### src/rtl/video_pkg.sv
// Shared types and constants for the video sync decoder.
package video_pkg;

  localparam int H_W = 11;
  localparam int V_W = 10;

  localparam int NTSC_MAX_LINES_DEF = 286;
  localparam int H_TIMEOUT_DEF      = 2047;
  localparam int LOCK_FRAMES_DEF    = 2;

  typedef enum logic [1:0] {
    SEARCH  = 2'd0,
    MEASURE = 2'd1,
    LOCKED  = 2'd2
  } sync_state_t;

  // Increment that sticks at lim instead of wrapping.
  function automatic logic [H_W-1:0] sat_inc_h(input logic [H_W-1:0] v,
                                               input logic [H_W-1:0] lim);
    return (v == lim) ? v : v + H_W'(1);
  endfunction

endpackage

### src/rtl/sync_edge_detect.sv
// Strobe-qualified edge detector: remembers the value seen on the previous
// strobe and flags falls/rises on the current strobe.
module sync_edge_detect
  import video_pkg::*;
(
  input  logic i_clk,
  input  logic i_rst_n,
  input  logic i_pix_stb,
  input  logic i_sig,
  output logic o_fall,
  output logic o_rise
);

  logic sig_q;

  // Previous-strobe sample; held between strobes.
  always_ff @(posedge i_clk or negedge i_rst_n) begin
    if (!i_rst_n) begin
      sig_q <= 1'b0;
    end else if (i_pix_stb) begin
      sig_q <= i_sig;
    end
  end

  assign o_fall = i_pix_stb &  sig_q & ~i_sig;
  assign o_rise = i_pix_stb & ~sig_q &  i_sig;

endmodule

### src/rtl/video_sync_decoder.sv
// Recovers raster timing from an active-low HS/VS pair plus blanking flags:
// line/frame measurement, PAL/NTSC detection, lock, and regenerated
// coordinates and start pulses.
//
//   state   | meaning
//   --------+------------------------------------------------------------
//   SEARCH  | no usable timing; waiting for a VS fall to start measuring
//   MEASURE | counting consecutive identical frames with stable lines
//   LOCKED  | timing stable; any line/frame length change drops to MEASURE
module video_sync_decoder
  import video_pkg::*;
#(
  parameter int NTSC_MAX_LINES = NTSC_MAX_LINES_DEF,
  parameter int LOCK_FRAMES    = LOCK_FRAMES_DEF,
  parameter int H_TIMEOUT      = H_TIMEOUT_DEF
) (
  input  logic           i_clk,
  input  logic           i_rst_n,
  input  logic           i_pix_stb,
  input  logic           i_hs,
  input  logic           i_vs,
  input  logic           i_hblank,
  input  logic           i_vblank,
  output logic [H_W-1:0] o_x,
  output logic [8:0]     o_y,
  output logic           o_active,
  output logic [H_W-1:0] o_line_len,
  output logic [V_W-1:0] o_frame_lines,
  output logic           o_ntsc,
  output logic           o_locked,
  output logic           o_line_start,
  output logic           o_frame_start
);

  localparam logic [H_W-1:0] H_LIM    = H_W'(H_TIMEOUT);
  localparam logic [H_W-1:0] H_NEAR   = H_LIM - H_W'(1);
  localparam logic [H_W-1:0] X_MAX    = '1;
  localparam logic [V_W-1:0] NTSC_LIM = V_W'(NTSC_MAX_LINES);
  localparam int             M_W      = (LOCK_FRAMES < 1) ? 1 : $clog2(LOCK_FRAMES + 1);
  localparam logic [M_W-1:0] LOCK_N   = M_W'(LOCK_FRAMES);

  logic hs_fall, hs_rise;
  logic vs_fall, vs_rise;
  logic hb_fall, hb_rise;
  logic unused_rise;

  sync_edge_detect u_hs_edge (
    .i_clk     (i_clk),
    .i_rst_n   (i_rst_n),
    .i_pix_stb (i_pix_stb),
    .i_sig     (i_hs),
    .o_fall    (hs_fall),
    .o_rise    (hs_rise)
  );

  sync_edge_detect u_vs_edge (
    .i_clk     (i_clk),
    .i_rst_n   (i_rst_n),
    .i_pix_stb (i_pix_stb),
    .i_sig     (i_vs),
    .o_fall    (vs_fall),
    .o_rise    (vs_rise)
  );

  sync_edge_detect u_hb_edge (
    .i_clk     (i_clk),
    .i_rst_n   (i_rst_n),
    .i_pix_stb (i_pix_stb),
    .i_sig     (i_hblank),
    .o_fall    (hb_fall),
    .o_rise    (hb_rise)
  );

  // Rising edges are not needed for decoding.
  assign unused_rise = hs_rise | vs_rise | hb_rise;

  logic [H_W-1:0] h_cnt;
  logic [V_W-1:0] v_cnt;
  logic [H_W-1:0] h_period;
  logic [V_W-1:0] frame_meas;
  logic           h_sat;
  logic           timeout_evt;
  logic           line_stable;
  logic           first_line;
  logic           prev_valid;
  logic [M_W-1:0] match_cnt;
  logic [M_W-1:0] match_nxt;
  sync_state_t    state;

  assign h_period   = h_cnt + H_W'(1);
  // An HS fall on the same strobe as the VS fall closes the ending frame.
  assign frame_meas = v_cnt + {{(V_W-1){1'b0}}, hs_fall};
  assign h_sat      = (h_cnt == H_LIM);
  // Fires on the strobe h_cnt reaches the limit and keeps firing while it
  // stays saturated, so the FSM cannot leave SEARCH without HS activity.
  assign timeout_evt = i_pix_stb & ~hs_fall & (h_cnt >= H_NEAR);
  assign match_nxt  = match_cnt + M_W'(1);

  // Horizontal period counter, line length measurement and line pulse.
  always_ff @(posedge i_clk or negedge i_rst_n) begin
    if (!i_rst_n) begin
      h_cnt        <= '0;
      o_line_len   <= '0;
      o_line_start <= 1'b0;
    end else begin
      o_line_start <= hs_fall;
      if (i_pix_stb) begin
        if (hs_fall) begin
          h_cnt <= '0;
          // A period that ran into the timeout is not a measurement.
          if (!h_sat) begin
            o_line_len <= h_period;
          end
        end else begin
          h_cnt <= sat_inc_h(h_cnt, H_LIM);
        end
      end
    end
  end

  // Line counter, frame height measurement and frame pulse.
  always_ff @(posedge i_clk or negedge i_rst_n) begin
    if (!i_rst_n) begin
      v_cnt         <= '0;
      o_frame_lines <= '0;
      o_frame_start <= 1'b0;
    end else begin
      o_frame_start <= vs_fall;
      if (vs_fall) begin
        o_frame_lines <= frame_meas;
        v_cnt         <= '0;
      end else if (hs_fall) begin
        v_cnt <= v_cnt + V_W'(1);
      end
    end
  end

  // Per-frame line stability: armed at the second HS fall, any period change
  // clears it until the next frame.
  always_ff @(posedge i_clk or negedge i_rst_n) begin
    if (!i_rst_n) begin
      line_stable <= 1'b0;
    end else if (vs_fall) begin
      line_stable <= 1'b0;
    end else if (hs_fall) begin
      if (h_period != o_line_len) begin
        line_stable <= 1'b0;
      end else if (v_cnt == V_W'(1)) begin
        line_stable <= 1'b1;
      end
    end
  end

  // Lock state machine with registered lock/standard outputs.
  always_ff @(posedge i_clk or negedge i_rst_n) begin
    if (!i_rst_n) begin
      state      <= SEARCH;
      match_cnt  <= '0;
      prev_valid <= 1'b0;
      o_locked   <= 1'b0;
      o_ntsc     <= 1'b0;
    end else if (i_pix_stb) begin
      if (timeout_evt) begin
        state      <= SEARCH;
        match_cnt  <= '0;
        prev_valid <= 1'b0;
        o_locked   <= 1'b0;
      end else begin
        case (state)
          SEARCH: begin
            if (vs_fall) begin
              state      <= MEASURE;
              match_cnt  <= '0;
              prev_valid <= 1'b0;
            end
          end
          MEASURE: begin
            if (vs_fall) begin
              prev_valid <= 1'b1;
              if (prev_valid && (frame_meas == o_frame_lines) && line_stable) begin
                match_cnt <= match_nxt;
                if (match_nxt == LOCK_N) begin
                  state    <= LOCKED;
                  o_locked <= 1'b1;
                  o_ntsc   <= (frame_meas < NTSC_LIM);
                end
              end else begin
                match_cnt <= '0;
              end
            end
          end
          LOCKED: begin
            if ((hs_fall && (h_period != o_line_len)) ||
                (vs_fall && (frame_meas != o_frame_lines))) begin
              state     <= MEASURE;
              match_cnt <= '0;
              o_locked  <= 1'b0;
            end
          end
          default: begin
            state     <= SEARCH;
            match_cnt <= '0;
            o_locked  <= 1'b0;
          end
        endcase
      end
    end
  end

  // Regenerated pixel/line coordinates and active flag.
  always_ff @(posedge i_clk or negedge i_rst_n) begin
    if (!i_rst_n) begin
      o_x        <= '0;
      o_y        <= '0;
      o_active   <= 1'b0;
      first_line <= 1'b1;
    end else if (i_pix_stb) begin
      o_active <= ~i_hblank & ~i_vblank;
      if (i_hblank || hb_fall) begin
        o_x <= '0;
      end else begin
        o_x <= sat_inc_h(o_x, X_MAX);
      end
      if (i_vblank) begin
        first_line <= 1'b1;
      end else if (hb_fall) begin
        o_y        <= first_line ? 9'd0 : o_y + 9'd1;
        first_line <= 1'b0;
      end
    end
  end

endmodule
### config.mk
export PLATFORM = sky130hd
export DESIGN_NAME = video_sync_decoder
export DESIGN_NICKNAME = d
export VERILOG_FILES = /design/src/rtl/video_pkg.sv /design/src/rtl/sync_edge_detect.sv /design/src/rtl/video_sync_decoder.sv
export SDC_FILE = /design/constraint.sdc
export NUM_CORES = 1
export LEC_CHECK = 0
export CORE_UTILIZATION = 56
export DETAILED_ROUTE_END_ITERATION = 16
export PLACE_DENSITY = 0.82
export SLEW_MARGIN = 0
export SYNTH_ARGS = -nofsm -noshare
export SYNTH_HDL_FRONTEND = slang
export SYNTH_SLANG_ARGS = --single-unit
### constraint.sdc
create_clock -name i_clk -period 4.8 [get_ports i_clk]
set_input_delay 0.96 -clock i_clk [delete_from_list [all_inputs] [get_ports i_clk]]
set_output_delay 0.96 -clock i_clk [all_outputs]
set_load 0.02 [all_outputs]
# Word level (Yosys, flattened, before mapping)

Index checks and enable logic that the tools add are counted.

Bitwise operators: 16
Reductions and logical operators: 22
Multiplexer cells: 36
Magnitude comparators: 2
Equal/unequal tests: 17
Add/subtract/negate cells: 6

Operator list:

| operator                                                   | number |
|---|---|
| 2-to-1 mux 11 bit                                          | 4 |
| adder 11 x 1 -> 11 bit (second input constant)             | 2 |
| == test 11 bit (second input constant)                     | 2 |
| 2-to-1 mux 2 bit                                           | 11 |
| 2-to-1 mux 10 bit                                          | 2 |
| AND reduction 6 bit                                        | 3 |
| inequality test 3 bit (second input constant)              | 5 |
| 2-to-1 mux 1 bit                                           | 14 |
| one-hot mux 2 bit (3 select lines)                         | 2 |
| greater-or-equal comparator 11 bit (second input constant) | 1 |
| inequality test 11 bit                                     | 1 |
| adder 10 x 1 -> 10 bit                                     | 1 |
| adder 10 x 1 -> 10 bit (second input constant)             | 1 |
| == test 10 x 1 -> 1 bit (second input constant)            | 1 |
| == test 10 bit                                             | 1 |
| < comparator 10 x 9 -> 1 bit (second input constant)       | 1 |
| inequality test 10 bit                                     | 1 |
| adder 9 x 1 -> 9 bit (second input constant)               | 1 |
| AND 1 bit                                                  | 9 |
| 2-to-1 mux 9 bit                                           | 1 |
| AND reduction 2 bit                                        | 4 |
| AND reduction 4 bit                                        | 2 |
| inverter 1 bit                                             | 7 |
| inequality test 2 bit (second input constant)              | 3 |
| 11 further kinds                                           | 19 |

Logic and storage cells: 118
Output and inout port bits: 46
Register bits after elaboration: 77
Input port bits: 7

# Depth between registers and ports, before layout

Depth in word-level cells: 10
Gate-level depth with buffers: 13
Depth with buffers taken out: 12

# Hierarchy

From an unflattened synthesis, not the netlist that was laid out.

Cell total of the unflattened synthesis: 488
Area total of the unflattened synthesis: 4,520.6 um^2

Modules (own cells, without submodules):

| module             | times used | cells each | seq. area each (um^2) | area an instance (um^2) |
|---|---|---|---|---|
| video_sync_decoder | 1          | 476        | 1,853.0               | 4,340.4 |
| sync_edge_detect   | 3          | 4          | 25.0                  | 60.1 |

# Worst setup path before layout

No wires, ideal clock.

Kind: in2reg
From: in i_pix_stb
To: reg o_ntsc
Arrival time: 4.102 ns
Data required time: 4.675 ns
Setup slack: 0.573 ns
Path buffers: 2
Stages on the path: 13
Setup time: 0.125 ns
Path through: clkbuf_1 nand2_1 inv_1 clkbuf_1 ha_1 ha_1 nand3_4 or3_1 a211o_1 or4_4 nor4_4 nand3_2 mux2_4

Longest elaborated chain between the ends: 7
Elaborated cells between the ends (all ways): 14
Those cells by class: 1 x add/sub; 1 x order compare; 1 x eq/ne; 8 x bitwise; 3 x reduce/logical

Ends and longest elaborated chain:

| item                                                                           | line                      | source |
|---|---|---|
| start: declaration                                                             | video_sync_decoder.sv:19  | `input logic i_pix_stb,` |
| AND 1 bit (*) (2 in series)                                                    | sync_edge_detect.sv:25    | `assign o_fall = i_pix_stb & sig_q & ~i_sig;` |
| via hs_fall                                                                    | video_sync_decoder.sv:42  | `logic hs_fall, hs_rise;` |
| parallel branches: the longest is 5 deep, another holds adder 10 x 1 -> 10 bit | n/a                       |  |
| end signal: assignment                                                         | video_sync_decoder.sv:185 | `o_ntsc <= (frame_meas < NTSC_LIM);` |
| end: declaration                                                               | video_sync_decoder.sv:29  | `output logic o_ntsc,` |

Mark *: on every way through the listed nets, which the timed path passes.
A chain may end at the register's enable or synchronous reset.

# Worst setup path after layout

From: in i_hs
To: reg o_ntsc

Longest elaborated chain between the ends: 7
Elaborated cells between the ends (all ways): 12
Those cells by class: 1 x add/sub; 1 x order compare; 1 x eq/ne; 6 x bitwise; 3 x reduce/logical

Ends and longest elaborated chain:

| item                                                                           | line                     | source |
|---|---|---|
| start: declaration                                                             | video_sync_decoder.sv:20 | `input logic i_hs,` |
| inverter 1 bit (*)                                                             | sync_edge_detect.sv:25   |  |
| AND 1 bit (*)                                                                  | sync_edge_detect.sv:25   |  |
| parallel branches: the longest is 5 deep, another holds adder 10 x 1 -> 10 bit | n/a                      |  |

Every way passes the cells marked *.

==> impl_metrics.env <==
export IMPL_status="completed"
export IMPL_overflow=0
export IMPL_port_buffers=52
export IMPL_finalCritPeriodShare_pct=84.4
export IMPL_die_y_um=90.7
export IMPL_root_buffer="clkbuf_8"
export IMPL_die_w_um=90.7
export IMPL_synth_compound_area_share_pct=12.9
export IMPL_grt_pass1_vias=3453
export IMPL_fin_util_pct=68.9
export IMPL_slew_headroom_pct=35.6
export IMPL_ys_seq_area_share_pct=43.8
export IMPL_synth_top_area_share_pct=43.2
export IMPL_ant_nets=0
export IMPL_worst_setup_path_start_kind="primary input"
export IMPL_ir_drop_v=0.000209
export IMPL_synth_most_common_cell="dfrtp_1"
export IMPL_layout_nets=538
export IMPL_antennaDiodeCount=0
export IMPL_clk_latency_ns=0.36
export IMPL_post_synth_top_area_cell="dfrtp_1"
export IMPL_numCtsBuffers=9
export IMPL_powerDensity_mw_per_mm2=344
export IMPL_rows=31
export IMPL_drt_iter0_markers=217
export IMPL_syn_nets=497
export IMPL_dp_worst_setup_slack_ns=0.396
export IMPL_fin_total_pwr_mw=1.76
export IMPL_die_area_mm2=0.00823
export IMPL_syn_inst=481
export IMPL_netlist_area_mm2=0.00441
export IMPL_fin_tns_setup_ns=0
export IMPL_max_freq_mhz=247
export IMPL_leakagePower_nw=2.11
export IMPL_numPlacedInstances=610
export IMPL_hold_violations=0
export IMPL_drv_slew=0
export IMPL_wire_per_inst_um=15.3
export IMPL_layout_drive_gt1_share_pct=7.24
export IMPL_crit_path_top_delay_cell="or4_4"
export IMPL_synthDistinctLibCells=63
export IMPL_fin_worst_skew_ns=0.00815
export IMPL_worstPathCellList="clkdlybuf4s50_1, nor2b_1, nand2_1, inv_1, ha_1, ha_1, nand3_4, or3_1, a211o_1, or4_4, nor4_4, nand3_2, mux2_4"
export IMPL_final_fill_count=627
export IMPL_clkTransAtPathRegs_ns=0.08
export IMPL_synthArstFlopShare_pct=100
export IMPL_cts_tree="yes"
export IMPL_synth_mux_area_share_pct=2.30
export IMPL_rsz0062_at_grt="no"
export IMPL_post_route_min_period_ns=4.05
export IMPL_grt_first_pass_wirelength_um=16500
export IMPL_synthSimpleGateAreaFrac_pct=23.9
export IMPL_area_growth_pct=16.4
export IMPL_h_tree_depth=3
export IMPL_worstMarginPinSlew_ns=0.966
export IMPL_critPathCaptureType="flop"
export IMPL_crit_type="in2reg"
export IMPL_start_util_pct=59.2
export IMPL_cp_max_fo=8
export IMPL_viasPerCell=5.78
export IMPL_cts_setup_buffers=0
export IMPL_synth_area_leaders="dfrtp_1 43%, xnor2_1 6.6%, nor2_1 4.3%, o21ai_0 4.3%, nand2_1 4.2%"
export IMPL_synth_xor_area_share_pct=10.8
export IMPL_cp_data_arrival_time_ns=4.29
export IMPL_totalWireLength_um=9560
export IMPL_post_route_drc_count=0
export IMPL_coreArea_mm2=0.00745
export IMPL_synth_commonest_cells="76 x dfrtp_1, 51 x nor2_1, 49 x nand2_1"
export IMPL_post_dp_hpwl_um=6630
export IMPL_drt_pass1_iter_count=4
export IMPL_worstPathRequired_ns=5.04
export IMPL_antenna_found_initial=0
export IMPL_synth_top_family_by_area="simple AND/OR/NAND/NOR gates"
export IMPL_cts_sinks=77
export IMPL_synthFlopType="dfrtp_1"
export IMPL_holdCritPathClass="reg2reg"
export IMPL_clockBufferDepth=2
export IMPL_synth_edff_count=0
export IMPL_synthAdderAreaFrac_pct=2.56
export IMPL_vias=3605
export IMPL_max_cap_viol_count=0
export IMPL_post_cts_resized=0
export IMPL_critical_path_max_stage_delay_ns=0.45
export IMPL_track_usage_pct=25.0
export IMPL_cts_hold_buf=0
export IMPL_setup_violations=0
export IMPL_synth_seq_cells=77
export IMPL_gp_congestion=0.867
export IMPL_synth_area_per_cell_um2=9.16
export IMPL_yosysWarnings=0
export IMPL_setup_ws_ns=0.748
export IMPL_finalNonFillerCells=624
export IMPL_critPathMostFrequentCell="ha_1"
export IMPL_ios=53
export IMPL_grt_start_max_net_pins=78
worst max-delay path, delay by kind of cell:
family	cells	cell delay, ns
AND/OR/NAND/NOR	7	1.76
AO/OA/AOI/OAI	1	0.31
multiplexers	1	0.32
adder cells (fa/ha/maj)	2	0.44
buffers and inverters	2	0.50
sequential cells by signal, summed over array words and instances (netlist names):
register         flops
o_y                  9
u_hb_edge.sig_q      1
o_active             1
match_cnt            2
state                2
line_stable          1
v_cnt               10
o_line_len          11
u_hs_edge.sig_q      1
u_vs_edge.sig_q      1
h_cnt               11
o_line_start         1
o_frame_start        1
o_ntsc               1
o_frame_lines       10
o_x                 11
first_line           1
prev_valid           1
o_locked             1
final timing paths:
check,cells after the start,endpoint,from,slack [ns]
worst max-delay path,13,o_ntsc,i_hs,0.75
worst min register to register,1,o_locked,o_locked,0.50
min in group asynchronous,1,v_cnt[8],i_rst_n,0.75
worst min-delay path,1,o_locked,o_locked,0.50
max in group asynchronous,1,o_frame_lines[0],i_rst_n,3.41
worst max register to register,12,o_ntsc,u_hs_edge.sig_q,1.41
cell usage in the layout, fill, tap and decap left out, drive strengths merged, types with 7 or more instances in the layout:
| cell | synthesis | final |
|---|---|---|
| nor2b | 7 | 7 |
| nand3 | 23 | 23 |
| xnor2 | 33 | 33 |
| o21ai | 42 | 42 |
| nand4 | 13 | 13 |
| ha | 9 | 9 |
| clkbuf | 18 | 9 |
| dfrtp | 76 | 76 |
| xor2 | 16 | 16 |
| nor3 | 9 | 9 |
| nor2 | 52 | 52 |
| nand2 | 50 | 50 |
| a21oi | 21 | 21 |
| and3 | 11 | 11 |
| clkdlybuf4s50 | 0 | 51 |
| inv | 11 | 11 |
| or3 | 13 | 13 |
stage by stage:
| stage | hold WS (ns) | instance area (um2) |
|---|---|---|
| after detailed placement | 0.485 | 4950 |
| final | 0.501 | 5130 |
| after global routing | 0.526 | 5130 |
| after floorplan | 0.473 | 4410 |
| after CTS | 0.504 | 5130 |
| after global placement | 0.486 | 4950 |
area by class of cell:
cell class | count | area (um2) | area share, %
Clock buffer | 9 | 124 | 2.42
Clock inverter | 5 | 53.8 | 1.05
Inverter | 12 | 45.0 | 0.878
Multi-Input combinational cell | 367 | 2310 | 45.1
Sequential cell | 77 | 1930 | 37.6
Tap cell | 99 | 124 | 2.42
Timing Repair Buffer | 55 | 541 | 10.5
cells by family (layout without fill, tap and decap cells):
kind of cell	Yosys count	after routing
simple gates	202	202
mux	9	9
xor+xnor	51	51
flops	77	77
fa+ha+maj	9	9
compound gates	96	96
buf+inv	37	81
report_power, final:
part	internal [mW]	total [mW]	switching, mW
Sequential	0.724	0.830	0.105
Combinational	0.223	0.457	0.234
Clock	0.233	0.476	0.243
per-layer routing:
metal	wire length, um	vias up	GRT usage (%)
met1	4490	1728	33.3
met2	4570	92	41.7
met3	306	18	2.86
li1	-	1767	-
met5	0	-	0
met4	195	0	9.95
(Power assumes the default switching activity.)
